**config.mk**
```make
export PLATFORM = sky130hd
export DESIGN_NAME = sweep_sequencer_flat
export DESIGN_NICKNAME = d
export VERILOG_FILES = /design/src/rtl/sweep_sequencer_pkg.sv /design/src/rtl/sweep_sequencer_if.sv /design/src/rtl/sweep_sequencer_limit_debounce.sv /design/src/rtl/sweep_sequencer.sv /design/src/flat_wrapper.sv
export SDC_FILE = /design/constraint.sdc
export NUM_CORES = 1
export LEC_CHECK = 0
export CORE_ASPECT_RATIO = 0.75
export CORE_MARGIN = 3
export CORE_UTILIZATION = 42
export DETAILED_ROUTE_END_ITERATION = 16
export DONT_BUFFER_PORTS = 1
export HOLD_SLACK_MARGIN = 0.08
export SLEW_MARGIN = 20
export SYNTH_ARGS = -nofsm -noshare
export SYNTH_HDL_FRONTEND = slang
export SYNTH_SLANG_ARGS = --single-unit
```
**constraint.sdc**
```tcl
create_clock -name CLK -period 5.8 [get_ports CLK]
set_input_delay 1.16 -clock CLK [delete_from_list [all_inputs] [get_ports CLK]]
set_output_delay 1.16 -clock CLK [all_outputs]
set_load 0.02 [all_outputs]
```
**src/rtl/sweep_sequencer_pkg.sv**
```systemverilog
// Shared definitions for the solar-tracker sweep sequencer: FSM state codes, width and position defaults.
package sweep_sequencer_pkg;

    localparam int PW_DEF       = 8;
    localparam int LW_DEF       = 12;
    localparam int POS_MAX_DEF  = 180;
    localparam int POS_HOME_DEF = 90;
    localparam int STEP_DEF     = 2;

    localparam logic [2:0] ST_IDLE    = 3'd0;
    localparam logic [2:0] ST_H_SWEEP = 3'd1;
    localparam logic [2:0] ST_H_PARK  = 3'd2;
    localparam logic [2:0] ST_V_SWEEP = 3'd3;
    localparam logic [2:0] ST_V_PARK  = 3'd4;
    localparam logic [2:0] ST_HOLD    = 3'd5;

    function automatic logic is_busy(input logic [2:0] st);
        return (st == ST_H_SWEEP) || (st == ST_H_PARK) ||
               (st == ST_V_SWEEP) || (st == ST_V_PARK);
    endfunction

endpackage

```
**src/rtl/sweep_sequencer_if.sv**
```systemverilog
// Control/status bundle between the scan controller and the servo, sensor and end-stop logic.
interface sweep_sequencer_if
    import sweep_sequencer_pkg::*;
#(
    parameter int PW = PW_DEF,
    parameter int LW = LW_DEF
);
    logic          START;
    logic          TICK;
    logic [LW-1:0] LIGHT;
    logic          LIGHT_VLD;
    logic          PWM_LIMIT_H;
    logic          PWM_LIMIT_V;
    logic          HS;
    logic          VS;
    logic [PW-1:0] H_POS;
    logic [PW-1:0] V_POS;
    logic [LW-1:0] BEST_LIGHT;
    logic          BUSY;
    logic          DONE;

    modport master (
        output START, TICK, LIGHT, LIGHT_VLD, PWM_LIMIT_H, PWM_LIMIT_V,
        input  HS, VS, H_POS, V_POS, BEST_LIGHT, BUSY, DONE
    );

    modport slave (
        input  START, TICK, LIGHT, LIGHT_VLD, PWM_LIMIT_H, PWM_LIMIT_V,
        output HS, VS, H_POS, V_POS, BEST_LIGHT, BUSY, DONE
    );
endinterface

```
**src/rtl/sweep_sequencer_limit_debounce.sv**
```systemverilog
// Servo end-stop qualifier: LIM is high only after RAW has been high for LIMIT_CYC consecutive cycles.
module limit_debounce #(
    parameter int LIMIT_CYC = 31
) (
    input  logic CLK,
    input  logic RST,
    input  logic EN,
    input  logic RAW,
    output logic LIM
);
    localparam int CW = $clog2(LIMIT_CYC + 1);

    logic [CW-1:0] cnt;

    always_ff @(posedge CLK) begin
        if (RST || !EN || !RAW)
            cnt <= '0;
        else if (cnt != CW'(LIMIT_CYC))
            cnt <= cnt + 1'b1;
    end

    assign LIM = (cnt == CW'(LIMIT_CYC));
endmodule

```
**src/rtl/sweep_sequencer.sv**
```systemverilog
// Solar-tracker scan controller: H sweep/park, V sweep/park, timed dwell, repeat.
// Optional light hysteresis on capture is enabled by defining SWEEP_HYST_EN.
module sweep_sequencer
    import sweep_sequencer_pkg::*;
#(
    parameter int PW           = PW_DEF,
    parameter int LW           = LW_DEF,
    parameter int POS_MAX      = POS_MAX_DEF,
    parameter int POS_HOME     = POS_HOME_DEF,
    parameter int STEP         = STEP_DEF,
    parameter int SETTLE_TICKS = 25,
    parameter int HOLD_TICKS   = 500,
    parameter int LIMIT_CYC    = 31,
    parameter int HYST         = 16
) (
    input logic              CLK,
    input logic              RST,
    sweep_sequencer_if.slave bus
);
    localparam int TW = $clog2(HOLD_TICKS + 1);

    logic [2:0]    state, state_nxt;
    logic [PW-1:0] h_pos, v_pos, best_pos;
    logic [LW-1:0] best_light;
    logic [TW-1:0] tick_cnt;
    logic          hs, vs, busy, done;
    logic          lim_h, lim_v;

    logic          sweeping, light_gt, capture, end_hit, settle_done, hold_done;
    logic [PW-1:0] cur_pos, next_pos, park_pos;
    logic [PW:0]   pos_sum;

    limit_debounce #(.LIMIT_CYC(LIMIT_CYC)) u_deb_h (
        .CLK(CLK), .RST(RST), .EN(hs), .RAW(bus.PWM_LIMIT_H), .LIM(lim_h)
    );
    limit_debounce #(.LIMIT_CYC(LIMIT_CYC)) u_deb_v (
        .CLK(CLK), .RST(RST), .EN(vs), .RAW(bus.PWM_LIMIT_V), .LIM(lim_v)
    );

`ifdef SWEEP_HYST_EN
    assign light_gt = {1'b0, bus.LIGHT} > ({1'b0, best_light} + (LW+1)'(HYST));
`else
    logic [31:0] unused_hyst;
    assign unused_hyst = 32'(HYST);
    assign light_gt    = bus.LIGHT > best_light;
`endif

    // NOTE: every always_comb output gets a default first, so no path can infer a latch.
    always_comb begin
        sweeping    = (state == ST_H_SWEEP) || (state == ST_V_SWEEP);
        cur_pos     = (state == ST_V_SWEEP) ? v_pos : h_pos;
        pos_sum     = {1'b0, cur_pos} + (PW+1)'(STEP);
        next_pos    = (pos_sum > (PW+1)'(POS_MAX)) ? PW'(POS_MAX) : pos_sum[PW-1:0];
        capture     = sweeping && bus.LIGHT_VLD && light_gt;
        // A sample captured on the ending TICK must still steer the park position.
        park_pos    = capture ? cur_pos : best_pos;
        end_hit     = (cur_pos == PW'(POS_MAX)) ||
                      ((state == ST_V_SWEEP) ? lim_v : lim_h);
        settle_done = bus.TICK && (tick_cnt == TW'(SETTLE_TICKS - 1));
        hold_done   = bus.TICK && (tick_cnt == TW'(HOLD_TICKS - 1));

        state_nxt = state;
        case (state)
            ST_IDLE:    if (bus.START) state_nxt = ST_H_SWEEP;
            ST_H_SWEEP: if (bus.TICK && end_hit) state_nxt = ST_H_PARK;
            ST_H_PARK:  if (settle_done) state_nxt = ST_V_SWEEP;
            ST_V_SWEEP: if (bus.TICK && end_hit) state_nxt = ST_V_PARK;
            ST_V_PARK:  if (settle_done) state_nxt = ST_HOLD;
            ST_HOLD:    if (bus.START || hold_done) state_nxt = ST_H_SWEEP;
            default:    state_nxt = ST_IDLE;
        endcase
    end

    // NOTE: state is updated with non-blocking assignments only; later assignments in this block win.
    always_ff @(posedge CLK) begin
        if (RST) begin
            state      <= ST_IDLE;
            h_pos      <= PW'(POS_HOME);
            v_pos      <= PW'(POS_HOME);
            best_pos   <= '0;
            best_light <= '0;
            tick_cnt   <= '0;
            hs         <= 1'b0;
            vs         <= 1'b0;
            busy       <= 1'b0;
            done       <= 1'b0;
        end else begin
            state <= state_nxt;
            hs    <= (state_nxt == ST_H_SWEEP);
            vs    <= (state_nxt == ST_V_SWEEP);
            busy  <= is_busy(state_nxt);
            done  <= (state == ST_V_PARK) && (state_nxt == ST_HOLD);

            if (state_nxt != state)
                tick_cnt <= '0;
            else if (bus.TICK && !sweeping && state != ST_IDLE)
                tick_cnt <= tick_cnt + 1'b1;

            if (capture) begin
                best_light <= bus.LIGHT;
                best_pos   <= cur_pos;
            end

            case (state)
                ST_IDLE, ST_HOLD: if (state_nxt == ST_H_SWEEP) begin
                    h_pos      <= '0;
                    best_light <= '0;
                    best_pos   <= '0;
                end
                ST_H_SWEEP: if (bus.TICK)
                    h_pos <= (state_nxt == ST_H_PARK) ? park_pos : next_pos;
                ST_H_PARK: if (state_nxt == ST_V_SWEEP) begin
                    v_pos      <= '0;
                    best_light <= '0;
                    best_pos   <= '0;
                end
                ST_V_SWEEP: if (bus.TICK)
                    v_pos <= (state_nxt == ST_V_PARK) ? park_pos : next_pos;
                default: ;
            endcase
        end
    end

    assign bus.HS         = hs;
    assign bus.VS         = vs;
    assign bus.H_POS      = h_pos;
    assign bus.V_POS      = v_pos;
    assign bus.BEST_LIGHT = best_light;
    assign bus.BUSY       = busy;
    assign bus.DONE       = done;
endmodule

```
**src/flat_wrapper.sv**
```systemverilog
// flat-port wrapper written by rule: the top's interface ports become plain ports
module sweep_sequencer_flat import sweep_sequencer_pkg::*;
#(
    parameter int PW           = PW_DEF,
    parameter int LW           = LW_DEF,
    parameter int POS_MAX      = POS_MAX_DEF,
    parameter int POS_HOME     = POS_HOME_DEF,
    parameter int STEP         = STEP_DEF,
    parameter int SETTLE_TICKS = 25,
    parameter int HOLD_TICKS   = 500,
    parameter int LIMIT_CYC    = 31,
    parameter int HYST         = 16
)
  (CLK, RST, bus_START, bus_TICK, bus_LIGHT, bus_LIGHT_VLD, bus_PWM_LIMIT_H, bus_PWM_LIMIT_V, bus_HS, bus_VS, bus_H_POS, bus_V_POS, bus_BEST_LIGHT, bus_BUSY, bus_DONE);
  sweep_sequencer_if #(.PW(PW), .LW(LW)) bus_i ();
  input logic CLK;
  input logic RST;
  input wire logic [$bits(bus_i.START)-1:0] bus_START;
  input wire logic [$bits(bus_i.TICK)-1:0] bus_TICK;
  input wire logic [$bits(bus_i.LIGHT)-1:0] bus_LIGHT;
  input wire logic [$bits(bus_i.LIGHT_VLD)-1:0] bus_LIGHT_VLD;
  input wire logic [$bits(bus_i.PWM_LIMIT_H)-1:0] bus_PWM_LIMIT_H;
  input wire logic [$bits(bus_i.PWM_LIMIT_V)-1:0] bus_PWM_LIMIT_V;
  output wire logic [$bits(bus_i.HS)-1:0] bus_HS;
  output wire logic [$bits(bus_i.VS)-1:0] bus_VS;
  output wire logic [$bits(bus_i.H_POS)-1:0] bus_H_POS;
  output wire logic [$bits(bus_i.V_POS)-1:0] bus_V_POS;
  output wire logic [$bits(bus_i.BEST_LIGHT)-1:0] bus_BEST_LIGHT;
  output wire logic [$bits(bus_i.BUSY)-1:0] bus_BUSY;
  output wire logic [$bits(bus_i.DONE)-1:0] bus_DONE;
  assign bus_i.START = bus_START;
  assign bus_i.TICK = bus_TICK;
  assign bus_i.LIGHT = bus_LIGHT;
  assign bus_i.LIGHT_VLD = bus_LIGHT_VLD;
  assign bus_i.PWM_LIMIT_H = bus_PWM_LIMIT_H;
  assign bus_i.PWM_LIMIT_V = bus_PWM_LIMIT_V;
  assign bus_HS = bus_i.HS;
  assign bus_VS = bus_i.VS;
  assign bus_H_POS = bus_i.H_POS;
  assign bus_V_POS = bus_i.V_POS;
  assign bus_BEST_LIGHT = bus_i.BEST_LIGHT;
  assign bus_BUSY = bus_i.BUSY;
  assign bus_DONE = bus_i.DONE;
  sweep_sequencer #(.PW(PW), .LW(LW), .POS_MAX(POS_MAX), .POS_HOME(POS_HOME), .STEP(STEP), .SETTLE_TICKS(SETTLE_TICKS), .HOLD_TICKS(HOLD_TICKS), .LIMIT_CYC(LIMIT_CYC), .HYST(HYST)) u_core (.CLK(CLK), .RST(RST), .bus(bus_i));
endmodule
```
==> impl_results.md, run 1 <==
* Final instance area at 0.00396 mm^2
* Final ANT Viol Nets at 0
* Leak pwr at 1.56 nW
* CTS Root Buffer Type: clkbuf_16
* Post-synth EDFFs at 0
* Most frequent CP cell: nand2_1
* Mapped Avg Cell Area at 8.39 um^2
* Final hold violation count at 0
* # DRC at 0
* Fin crit share at 0.622
* CP peak stage delay at 0.63 ns
* Post-CTS Setup Inserts at 0
* Critical Path Start Type: flip-flop
* Post-DP Area at 0.00367 mm^2
* Routed wire per std cell at 17.3 um
* DP Wirelength at 6610 um
* Clock-pin slew on the worst setup and hold paths at 0.05 ns
* Top post-synthesis cells by count: dfxtp_1, nor2_1, a21oi_1
* Synth top area share at 0.345
* Core ar. at 0.00809 mm^2
* WHS at 0.501 ns
* CP Data Required Time at 6.04 ns
* Pre-CTS setup slack at 1.96 ns
* Share of layout cells above drive strength 1 at 0.0849
* Total GRT Usage at 0.197
* Max H-tree Level at 3
* Die width at 113 um
* FF+latch area at 0.00124 mm^2
* CTS max path bufs at 2
* Final worst setup slack at 2.19 ns
* Outcome: finished clean
* Count of cell types in the netlist at 64
* CP Class: reg -> reg
* Cell Area, Synth at 0.00360 mm^2
* Final critical-path required period at 3.61 ns
* Cts hold-fix bufs at 0
* # port buffers at 0
* Synth Register Bits at 62
* RSZ-0062 raised after global routing: no
* Fmax at 277 MHz
* Drt first pass iters at 5
* Clock buffer count from CTS at 9
* Yosys warns at 0
* Clk sinks at 62
* Top cells by area, synth: dfxtp_1, mux2i_1, ha_1
* Final Net Count at 458
* Slowest stage cell, crit path: dfxtp_1
* Top-count cell post-synth: dfxtp_1
* Area growth from synthesis to layout at 9.90%
* Slew Viols, Final at 0
* Clock Skews at 0.00628 ns
* Full die area at 0.00973 mm^2
* Relative slew margins at 0.441
* Drt first-iter violations at 333
* Synthesized net count at 467
* Starting Density at 0.445
* FFs w/ async S/R, synth at 0
* Gr ovfl total at 0
* Final Util at 0.489
* CTS tree: built
* Crit path capture type: flip-flop
* Worst min-delay path class: reg -> reg
* Worst slew pin tran at 0.835 ns
* Peak supply drop at 0.000155 V
* Synth area leader: dfxtp_1
* Placer congestion estimate at 0.937
* Initial antenna violation count at 1
* Num ports at 51
* Multi-input gate area at 0.00220 mm^2
* Vias in the first global route at 3052
* Main flop type after synthesis: dfxtp_1
* Critical Path Fanout Max at 25
* Critical-path cell list: nand3b_1 > buf_4 > nand2_1 > o21ai_0 > ha_1 > nand2_1 > xnor2_1 > a31oi_1 > a221oi_1 > o21ai_1 > nand2_1 > o311ai_1
* Rows at 28
* Vias per inst at 6.02
* Skew-Pair Late Insertion Delay at 0.33 ns
* First-pass GRT wire length at 15400 um
* Setup TNS at 0 ns
* Die height at 86.2 um
* Sequential cell area fraction in the yosys report at 0.345
* FILL cells at 778
* DRT Wirelength at 9190 um
* Via count at 3190
* Critical path arrival at 3.85 ns
* Post-Syn Instances at 429
* Largest net degree at the start of global routing at 26
* Max Cap Violations at 0
* PostCTS Resize Cnt at 0
* Final setup fails at 0
* Power Dens Cells at 268 mW/mm^2
==> cell usage in the layout (no fill, tap or decap), types with 4 or more instances in the layout <==
master and instances:
nand4_1 8, o21ai_0 13, inv_1 19, o31ai_1 4, xnor2_1 9, nand2_1 26
nor2_1 61, nand3_1 19, nor2b_1 7, mux2i_1 25, nor3_1 5, or3_1 5
mux2_2 8, o211ai_1 5, ha_1 19, a211oi_1 4, dfxtp_1 62, clkinv_2 4
clkbuf_16 9, a21oi_1 28, and3_1 6, nand2b_1 4, xor2_1 10
==> metrics by stage <==
stage | power (W) | std cells
3_3_place_gp | 0.000538 | 514
6_report | 0.00106 | 530
3_5_place_dp | 0.000539 | 514
5_1_grt | 0.00110 | 530
4_1_cts | 0.00107 | 529
2_1_floorplan | 0.000520 | 429
==> final cells by class <==
cell class / count / share of cell area
diodes: 1 / 0.000632
inverters: 19 / 0.0180
well taps: 105 / 0.0332
clock inverters: 5 / 0.0126
flip-flops and latches: 62 / 0.314
clock buffers: 10 / 0.0604
multi-input cells: 325 / 0.556
repair buffers: 3 / 0.00569
==> path summary, 6_finish.rpt <==
path	from	end	slack (ns)	depth (start not counted)
worst min register to register	u_core.u_deb_v.cnt[3]$_SDFFE_PP0P_	u_core.u_deb_v.cnt[3]$_SDFFE_PP0P_	0.50	2
worst max-delay path	u_core.state[2]$_SDFF_PP0_	u_core.bus.V_POS[3]$_SDFFE_PP1P_	2.19	12
worst min-delay path	u_core.u_deb_v.cnt[3]$_SDFFE_PP0P_	u_core.u_deb_v.cnt[3]$_SDFFE_PP0P_	0.50	2
worst max register to register	u_core.state[2]$_SDFF_PP0_	u_core.bus.V_POS[3]$_SDFFE_PP1P_	2.19	12
==> flip-flops by register name (all words and copies together) (netlist names) <==
signal	count
u_core.best_pos	8
u_core.bus.BEST_LIGHT	12
u_core.bus.BUSY	1
u_core.bus.DONE	1
u_core.bus.HS	1
u_core.bus.H_POS	8
u_core.bus.VS	1
u_core.bus.V_POS	8
u_core.state	3
u_core.tick_cnt	9
u_core.u_deb_h.cnt	5
u_core.u_deb_v.cnt	5
==> cells by family (layout without fill, tap and decap cells) <==
group                    Yosys count  after routing  synth area share
other                              0              1                 0
flip-flops                        62             62             0.345
XOR/XNOR                          19             19            0.0462
buffers and inverters             42             37            0.0490
AO/OA/AOI/OAI                     89             89             0.169
adder cells (fa/ha/maj)           19             19            0.0660
multiplexers                      33             33            0.0945
AND/OR/NAND/NOR                  165            165             0.231
==> report_power, final <==
| part | leakage [nW] | internal (W) | switching, W |
|---|---|---|---|
| registers | 0.502 | 0.000435 | 0.0000210 |
| logic | 0.914 | 0.0000315 | 0.0000447 |
| clock network | 0.148 | 0.000338 | 0.000191 |
==> worst max-delay path, delay by kind of cell (launching register included) <==
family | cells | cell delay [ns]
flops | 1 | 0.63
xor+xnor | 1 | 0.15
simple gates | 4 | 0.59
fa+ha+maj | 1 | 0.44
compound gates | 5 | 1.37
buf+inv | 1 | 0.32
==> per-layer routing <==
metal	vias to the layer above	GRT usage	share of wire
met3	13	0.0789	0.11
met5	-	0	0
met2	138	0.284	0.41
met1	1512	0.272	0.47
met4	0	0.0600	0.013
li1	1527	-	-
(Power assumes the default switching activity.)
==> run 2, diff against run 1 <==
Clock period 5.8 ns to 3.7 ns, I/O delays scaled along.
==> run 2 against run 1 <==
Compared with the run above:
- non-clock buffer count increased by 14
- sequential power grew 54%
- register-to-register slack got worse by 1.6 ns
- highest routed layer unchanged
- via count rose by 1.9%
- clock-buffer cell count is 2 higher
- critical path type unchanged
- wire length is 4.3% higher
- first-iteration DRC count is 9.3% higher
- combinational power rose by 80%
==> impl_results.md, run 2 (synthesis gave the netlist of run 1 again) <==
* Fin crit share at 0.830 (+0.208)
* Skew-Pair Late Insertion Delay at 0.33 ns (about the same)
* DRT Wirelength at 9580 um (+4.3%)
* Multi-input gate area at 0.00220 mm^2 (unchanged)
* DP Wirelength at 7070 um (+6.9%)
* Full die area at 0.00973 mm^2 (unchanged)
* PostCTS Resize Cnt at 0 (unchanged)
* Grt met2 use at 0.298 (+0.0140)
* Worst min-delay path class: in -> reg
* Critical Path Fanout Max at 8 (-68%)
* Core ar. at 0.00809 mm^2 (unchanged)
* Final ANT Viol Nets at 0 (unchanged)
* Initial antenna violation count at 1 (unchanged)
* Max Cap Violations at 0 (unchanged)
* Placer congestion estimate at 0.936 (-0.12%)
* Commonest non-fill, non-tap cell in the layout: dfxtp_1
* Critical path arrival at 3.29 ns (-0.56 ns)
* GRT Max-Usage Layer: met2
* Final Instance Count excl. Fillers at 545 (+2.8%)
* GR met1 Demand/Resource at 0.280 (+0.00827)
* WHS at 0.490 ns (-0.0117 ns)
* Vias in the first global route at 3077 (+0.82%)
* Relative slew margins at 0.499 (+0.0582)
* Drt first pass iters at 5 (unchanged)
* Vias per inst at 5.97 (-0.89%)
* Outcome: finished clean
* Die height at 86.2 um (unchanged)
* # DRC at 0 (unchanged)
* Num ports at 51 (unchanged)
* CP Data Required Time at 3.92 ns (-2.12 ns)
* Final hold violation count at 0 (unchanged)
* Clk sinks at 62 (unchanged)
* Max H-tree Level at 3 (unchanged)
* Clock buffer count from CTS at 9 (unchanged)
* Die width at 113 um (unchanged)
* Most frequent CP cell: nand2_1
* Share of layout cells above drive strength 1 at 0.112 (+0.0267)
* Drt first-iter violations at 364 (+9.3%)
* Rows at 28 (unchanged)
* Area growth from synthesis to layout at 13.6%
* FF+latch area at 0.00124 mm^2 (unchanged)
* Fmax at 326 MHz (+18%)
* Largest register FFs at 12 (unchanged)
* Cts hold-fix bufs at 0 (unchanged)
* Power Dens Cells at 423 mW/mm^2 (+58%)
* Final Net Count at 472 (+3.1%)
* Final setup fails at 0 (unchanged)
* CP peak stage delay at 0.53 ns (-0.10 ns)
* CTS max path bufs at 2 (unchanged)
* Clock Skews at 0.00695 ns (+0.000671 ns)
* Total GRT Usage at 0.203 (+0.00567)
* Final worst setup slack at 0.629 ns (-1.56 ns)
* CTS Root Buffer Type: clkbuf_16
* CP Class: reg -> reg
* Dpl cells at 528 (+2.7%)
* Peak supply drop at 0.000239 V (+54%)
* Slowest stage cell, crit path: o21ai_1
* FILL cells at 775 (-0.39%)
* Leak pwr at 1.64 nW (+4.8%)
* Slew Viols, Final at 0 (unchanged)
* Starting Density at 0.445 (unchanged)
* # port buffers at 0 (unchanged)
* Setup TNS at 0 ns (unchanged)
* Critical-path cell list: nand3b_1 > o21ai_0 > ha_1 > nand2_1 > xnor2_1 > a31oi_1 > a221oi_1 > o21ai_1 > nand2_1 > o311ai_1
* Worst slew pin tran at 0.748 ns (-0.0875 ns)
* Post-CTS Setup Inserts at 0 (unchanged)
* Pre-CTS setup slack at 0.694 ns (-1.27 ns)
* M3 GR Usage at 0.0726 (-0.00628)
* Final critical-path required period at 3.07 ns (-0.538 ns)
* RSZ-0062 raised after global routing: no
* Most frequent cells in the layout: dfxtp_1, nor2_1, a21oi_1
* First-pass GRT wire length at 15900 um (+3.3%)
* CTS tree: built
* Gr ovfl total at 0 (unchanged)
* Clock-pin slew on the worst setup and hold paths at 0.05 ns (about the same)
* Crit path capture type: flip-flop
* Via count at 3251 (+1.9%)
* Critical Path Start Type: flip-flop
* Routed wire per std cell at 17.6 um (+1.4%)
* Largest net degree at the start of global routing at 22 (-15%)
==> run 2: metrics by stage <==
step	instance area (um^2)	util	total power, W
finish	4090	0.505	0.00173
global route	4090	0.505	0.00180
CTS	4090	0.505	0.00175
detailed placement	3770	0.466	0.000853
global placement	3770	0.466	0.000851
floorplan	3600	-	0.000815
==> run 2: layer usage <==
metal / share of wire / vias up
li1: - / 1559
met1: 0.46 / 1518
met2: 0.42 / 159
met3: 0.11 / 15
met4: 0.015 / 0
met5: 0 / -
==> run 2: area by class of cell <==
cell class,instances,area share
tap,105,0.0321
antenna,1,0.000612
inverter,19,0.0174
timing repair buffer,17,0.0312
clock buffer,12,0.0603
sequential,62,0.303
multi-input combinational,325,0.538
clock inverter,4,0.0171
==> run 2: worst max-delay path: cells and delay by family, from the launching register on <==
family                   cells  cell delay (ns)
flip-flops                   1             0.30
AND/OR/NAND/NOR              3             0.52
XOR/XNOR                     1             0.15
adder cells (fa/ha/maj)      1             0.42
AO/OA/AOI/OAI                5             1.57
==> run 2: power by group <==
part | switching, W | leakage (nW) | total, W | internal (W)
Clock | 0.000286 | 0.157 | 0.000891 | 0.000605
Combinational | 0.0000828 | 0.980 | 0.000137 | 0.0000544
Sequential | 0.0000220 | 0.502 | 0.000703 | 0.000681
==> run 2: path summary, 6_finish.rpt <==
check | to | slack, ns | cells after the start | start
setup reg to reg | u_core.bus.V_POS[3]$_SDFFE_PP1P_ | 0.63 | 10 | u_core.state[2]$_SDFF_PP0_
hold / removal | u_core.state[2]$_SDFF_PP0_ | 0.49 | 1 | RST
setup / recovery | u_core.bus.V_POS[3]$_SDFFE_PP1P_ | 0.63 | 10 | u_core.state[2]$_SDFF_PP0_
hold reg to reg | u_core.u_deb_v.cnt[3]$_SDFFE_PP0P_ | 0.50 | 2 | u_core.u_deb_v.cnt[3]$_SDFFE_PP0P_
==> RTL change 1, RTL diff (settings of run 2) <==
`HOLD_TICKS` is set to 500 in 2 places; all go to 1000.
--- a/src/rtl/sweep_sequencer.sv
+++ b/src/rtl/sweep_sequencer.sv
@@ -11,3 +11,3 @@
     parameter int SETTLE_TICKS = 25,
-    parameter int HOLD_TICKS   = 500,
+    parameter int HOLD_TICKS   = 1000,
     parameter int LIMIT_CYC    = 31,
--- a/src/flat_wrapper.sv
+++ b/src/flat_wrapper.sv
@@ -9,3 +9,3 @@
     parameter int SETTLE_TICKS = 25,
-    parameter int HOLD_TICKS   = 500,
+    parameter int HOLD_TICKS   = 1000,
     parameter int LIMIT_CYC    = 31,
Formal check against the unedited RTL: no difference found for any inputs over 10 cycles, from zero or initial values and one cycle with RST high; that may be too few to reach the edited logic, so the function may still have changed.
==> RTL change 1 against run 2 <==
- worst setup slack gained 0.0096 ns
- synthesized area up 2.2%
- die area rose by 2.1%
- first-iteration DRC count shrank 29%
- largest cell class unchanged
- highest routed layer unchanged
- total power down 5.3%
- combinational power up 15%
- final cell count fell by 1.3%
- sequential cell count increased by 1
- non-clock buffer count is 13 lower
- routed wire length decreased by 4.7%
- global-route usage fell by 0.85 points
- cell area is 2.6% lower
==> RTL change 1: results (changes against run 2) <==
- Worst-Margin Slew: 0.843 ns (+0.0953 ns)
- DR iter-0 viols: 259 (-29%)
- Setup Skew: 0.00814 ns (+0.00119 ns)
- GR Util All Layers: 0.195 (-0.00847)
- Worst r2r path cells: 11 (+1)
- Arrival time worst endpoint: 3.28 ns (about the same)
- Placed insts: 523 (-0.95%)
- Vias in the first global route: 2956 (-3.9%)
- Sequential area share after synthesis: 0.343 (-0.00206)
- Clock Path Buffers: 2 (unchanged)
- Min-delay worst type: in -> reg
- Avg Cell Area, Syn: 8.58 um2 (+2.2%)
- Initial antenna violation count: 0 (-1)
- Yosys warnings: 0 (unchanged)
- Crit path max fanout: 16 (+8)
- Wire length per cell: 17.0 um (-3.5%)
- Via-to-Cell Ratio: 5.75 (-3.6%)
- Run status: finished, final reports clean
- Maximum VDD drop: 261 uV (+9.3%)
- Synth area leaders: dfxtp_1 (34%), mux2i_1 (7.3%), ha_1 (6.5%), nor2_1 (5.8%), nand2_1 (4.5%)
- Post-CTS repair timing setup buffer count: 0 (unchanged)
- Clk Latency, worst-skew pair: 0.33 ns (about the same)
- Largest net degree at the start of global routing: 21 (-4.5%)
- CP max stage cell: dfxtp_1
- Placer Congestion: 0.962 (+2.8%)
- Dpl hpwl: 6.76 mm (-4.4%)
- Lkg Pwr: 1.47 nW (-10%)
- First-pass GRT wire length: 15.0 mm (-5.6%)
- Synth cell count leaders: dfxtp_1 (63), nor2_1 (57), nand2_1 (44), mux2i_1 (27), inv_1 (20)
- Vias: 3093 (-4.9%)
- Min Tclk post-route: 3.06 ns (-0.00963 ns)
- N_diodes: 0 (-1)
- Proportion of layout cells with a drive suffix above 1: 0.0831 (-0.0285)
- Router iterations before antenna repair: 4 (-1)
- Post-synth ARST share: 0 (unchanged)
- Layout fillers: 781 (+0.77%)
- Hold_buf cts: 0 (unchanged)
- TritonCTS Buffers: 9 (unchanged)
- Slowest Stage Delay on Critical Path: 0.58 ns (+0.05 ns)
- Distinct cells, synth: 64 (unchanged)
- Pre-CTS WS: 0.685 ns (-0.00939 ns)
- Syn Nets: 467 (unchanged)
[RTL change 1: area by class of cell]
class                      instances  area [um2]  area share
multi-input combinational        331        2230       0.559
sequential                        63        1260       0.317
clock buffer                      14         254      0.0638
tap                              105         131      0.0330
inverter                          20        75.1      0.0188
timing repair buffer               4        30.0     0.00754
clock inverter                     1        5.00     0.00126
[RTL change 1: power breakdown]
group	total, mW	switching, mW	internal (mW)
Clock	0.744	0.278	0.466
Sequential	0.740	0.0426	0.697
Combinational	0.157	0.0904	0.0664
Total	1.64	0.411	1.23
[RTL change 1: metal layers]
layer / GRT usage / vias up / part of all wire
li1: - / 1525 / -
met1: 0.271 / 1420 / 0.48
met2: 0.266 / 129 / 0.40
met3: 0.0875 / 19 / 0.11
met4: 0.0636 / 0 / 0.016
met5: 0 / - / 0
[RTL change 1: per-stage QoR]
stage / hold WS [ns] / utilization / area (um2)
after global routing: 0.462 / 0.486 / 3980
final: 0.475 / 0.486 / 3980
after global placement: 0.469 / 0.454 / 3720
after floorplan: 0.453 / - / 3680
after detailed placement: 0.474 / 0.454 / 3720
after CTS: 0.465 / 0.486 / 3980
[RTL change 1: final timing paths]
check / startpoint / endpoint / slack [ns]
worst max-delay path: u_core.state[2] / u_core.bus.V_POS[4] / 0.64
worst min-delay path: RST / u_core.bus.H_POS[0] / 0.48
worst max register to register: u_core.state[2] / u_core.bus.V_POS[4] / 0.64
worst min register to register: u_core.tick_cnt[1] / u_core.tick_cnt[1] / 0.48
[RTL change 1: cell families (layout without fill, tap and decap cells)]
group,Yosys count,count (layout),synth area share
compound gates,60,60,0.113
xor+xnor,22,22,0.0523
fa+ha+maj,19,19,0.0646
buf+inv,35,39,0.0534
flops,63,63,0.343
mux,31,31,0.0857
simple gates,199,199,0.289
[RTL change 1: critical path: cells and delay by family, from the launching register on]
kind / cells / cell delay [ns]
adder cells (fa/ha/maj): 1 / 0.26
flip-flops: 1 / 0.58
AND/OR/NAND/NOR: 8 / 1.55
buffers and inverters: 1 / 0.27
AO/OA/AOI/OAI: 1 / 0.29
==> RTL change 2, RTL diff (settings of run 2) <==
Made on the original files. Reset style: asynchronous (`RST`), changed in one clocked block.
--- a/src/rtl/sweep_sequencer.sv
+++ b/src/rtl/sweep_sequencer.sv
@@ -74,3 +74,3 @@
     // NOTE: state is updated with non-blocking assignments only; later assignments in this block win.
-    always_ff @(posedge CLK) begin
+    always_ff @(posedge CLK or posedge RST) begin
         if (RST) begin
Function: differs if RST is asserted again (counterexample within 4 cycles, from zero or initial values and one cycle with RST high); with RST held inactive, the same outputs for 10 cycles.
==> RTL change 2 against run 2 <==
- clock skew up 0.0021 ns
- routed wire length fell by 3.8%
- worst setup slack worse by 0.12 ns
- non-clock buffer count is 11 lower
- synthesized area grew 4.2%
- die area is 3.9% higher
- final cell count shrank 6.6%
- global-route usage down 1.4 points
- highest routed layer unchanged
- cell area increased by 0.76%
- sequential cell count unchanged
Power is not compared: it rests on default switching activity, and its combinational part moved more than twofold at a synthesized area within 25%.
==> RTL change 2: results (changes against run 2) <==
- Run status: finished, final reports clean
- EDFF count, synth: 0 (unchanged)
- Clock sink count: 62 (unchanged)
- Reg-to-Reg Start: u_core.state[0]
- Dpl hpwl: 6.84 mm (-3.2%)
- PortBufs: 0 (unchanged)
- Critical path class: reg -> reg
- TritonCTS Buffers: 9 (unchanged)
- Via-to-Cell Ratio: 5.73 (-3.9%)
- CTS tree: done
- Final WL: 9.22 mm (-3.8%)
- Most frequent cell after synthesis: nor2_1
- DR iter-0 viols: 279 (-23%)
- Max reg flops: 12 (unchanged)
- Largest net degree at the start of global routing: 29 (+32%)
- Proportion of layout cells with a drive suffix above 1: 0.122 (+0.0106)
- Root Driver: clkbuf_16
- Vias in the first global route: 2857 (-7.1%)
- Syn Nets: 434 (-7.1%)
- Slowest Stage Delay on Critical Path: 0.62 ns (+0.09 ns)
- Placer Congestion: 0.914 (-2.3%)
- Distinct cells, synth: 57 (-11%)
- Clk slew on worst S/H paths: approximately 0.060 ns
- CP max stage cell: dfrtp_1
- H-tree Lvls: 3 (unchanged)
- Sequential area share after synthesis: 0.403 (+0.0583)
- Lkg Pwr: between 1.5 and 2 nW
- Crit path max fanout: 15 (+7)
- Yosys warnings: 0 (unchanged)
- First-pass GRT wire length: 14.8 mm (-7.3%)
- Clock Path Buffers: 2 (unchanged)
- Slew margin rel.: 0.618 (+0.119)
- Setup Skew: 0.00904 ns (+0.00209 ns)
- Synth cell count leaders: nor2_1 (48), dfrtp_1 (44), mux2i_1 (29), nand2_1 (29), inv_1 (25)
- # resized after CTS: 0 (unchanged)
- N_diodes: 0 (-1)
- Maximum VDD drop: 231 uV
- Initial antenna violation count: 0 (-1)
- Synth area leaders: dfrtp_1 (29%), mux2i_1 (7.7%), ha_1 (6.3%), dfstp_2 (5.6%), dfxtp_1 (5.3%)
- Post-CTS repair timing setup buffer count: 0 (unchanged)
- Post-synth ARST share: 0.839 (+0.839)
- GR Util All Layers: 0.190 (-0.0135)
- Layout fillers: 815 (+5.2%)
- Arrival time worst endpoint: 3.41 ns (+0.12 ns)
- Min-delay worst type: in -> async
- Router iterations before antenna repair: 4 (-1)
- Clk Latency, worst-skew pair: 0.33 ns (about the same)
RTL change 2: layout make-up:
cell class | instances | share of cell area
clock inverters | 4 | 0.00546
clock buffers | 12 | 0.0598
inverters | 26 | 0.0237
repair buffers | 6 | 0.0109
well taps | 108 | 0.0328
flip-flops and latches | 62 | 0.367
multi-input cells | 291 | 0.501
RTL change 2: worst paths after layout:
kind                       slack [ns]               endpoint  depth (start not counted)
max                              0.51    u_core.bus.H_POS[2]                         10
min                              0.35        u_core.bus.DONE                          1
max reg2reg                      0.51    u_core.bus.H_POS[2]                         10
min reg2reg                      0.54  u_core.u_deb_h.cnt[4]                          2
max in group asynchronous        2.55    u_core.bus.H_POS[6]                          2
min in group CLK                 0.54  u_core.u_deb_h.cnt[4]                          2
RTL change 2: kinds of logic (layout without fill, tap and decap cells):
group                      count (synthesis)  in the layout  share of synthesized area
buffers and inverters                     43             48                     0.0490
and+or+nand+nor                          149            149                      0.210
adders and majority gates                 19             19                     0.0634
muxes                                     38             38                      0.104
DFF                                       62             62                      0.403
xor gates and xnor gates                  18             18                     0.0420
AOI/OAI and AO/OA                         67             67                      0.128
RTL change 2: where the power goes:
group | internal [mW] | total (mW) | switching, mW
sequential | 0.804 | 1.05 | 0.248
clock | 0.468 | 0.766 | 0.298
combinational | 0.246 | 0.554 | 0.309
total | 1.52 | 2.37 | 0.855
RTL change 2: per-layer routing:
layer	vias to the layer above	share of wire	track usage
met5	-	0	0
met1	1389	0.49	0.277
met2	114	0.41	0.261
met4	0	0.011	0.0629
met3	7	0.090	0.0642
li1	1407	-	-
RTL change 2: per-stage QoR:
step	instance area, um2	power, mW	instances	worst slack (ns)	hold WS, ns
6_report	4120	2.37	509	0.513	0.348
5_1_grt	4120	2.51	509	0.152	0.389
4_1_cts	4120	2.38	509	0.549	0.364
3_5_place_dp	3850	1.62	493	0.579	0.529
3_3_place_gp	3850	1.60	493	0.674	0.513
2_1_floorplan	3750	1.44	396	0.556	0.493
RTL change 2: worst max-delay path, delay by kind of cell (launching register included):
family,cells,cell delay [ns]
fa+ha+maj,1,0.36
simple gates,4,1.08
compound gates,3,0.63
mux,1,0.25
flops,1,0.62
xor+xnor,1,0.14
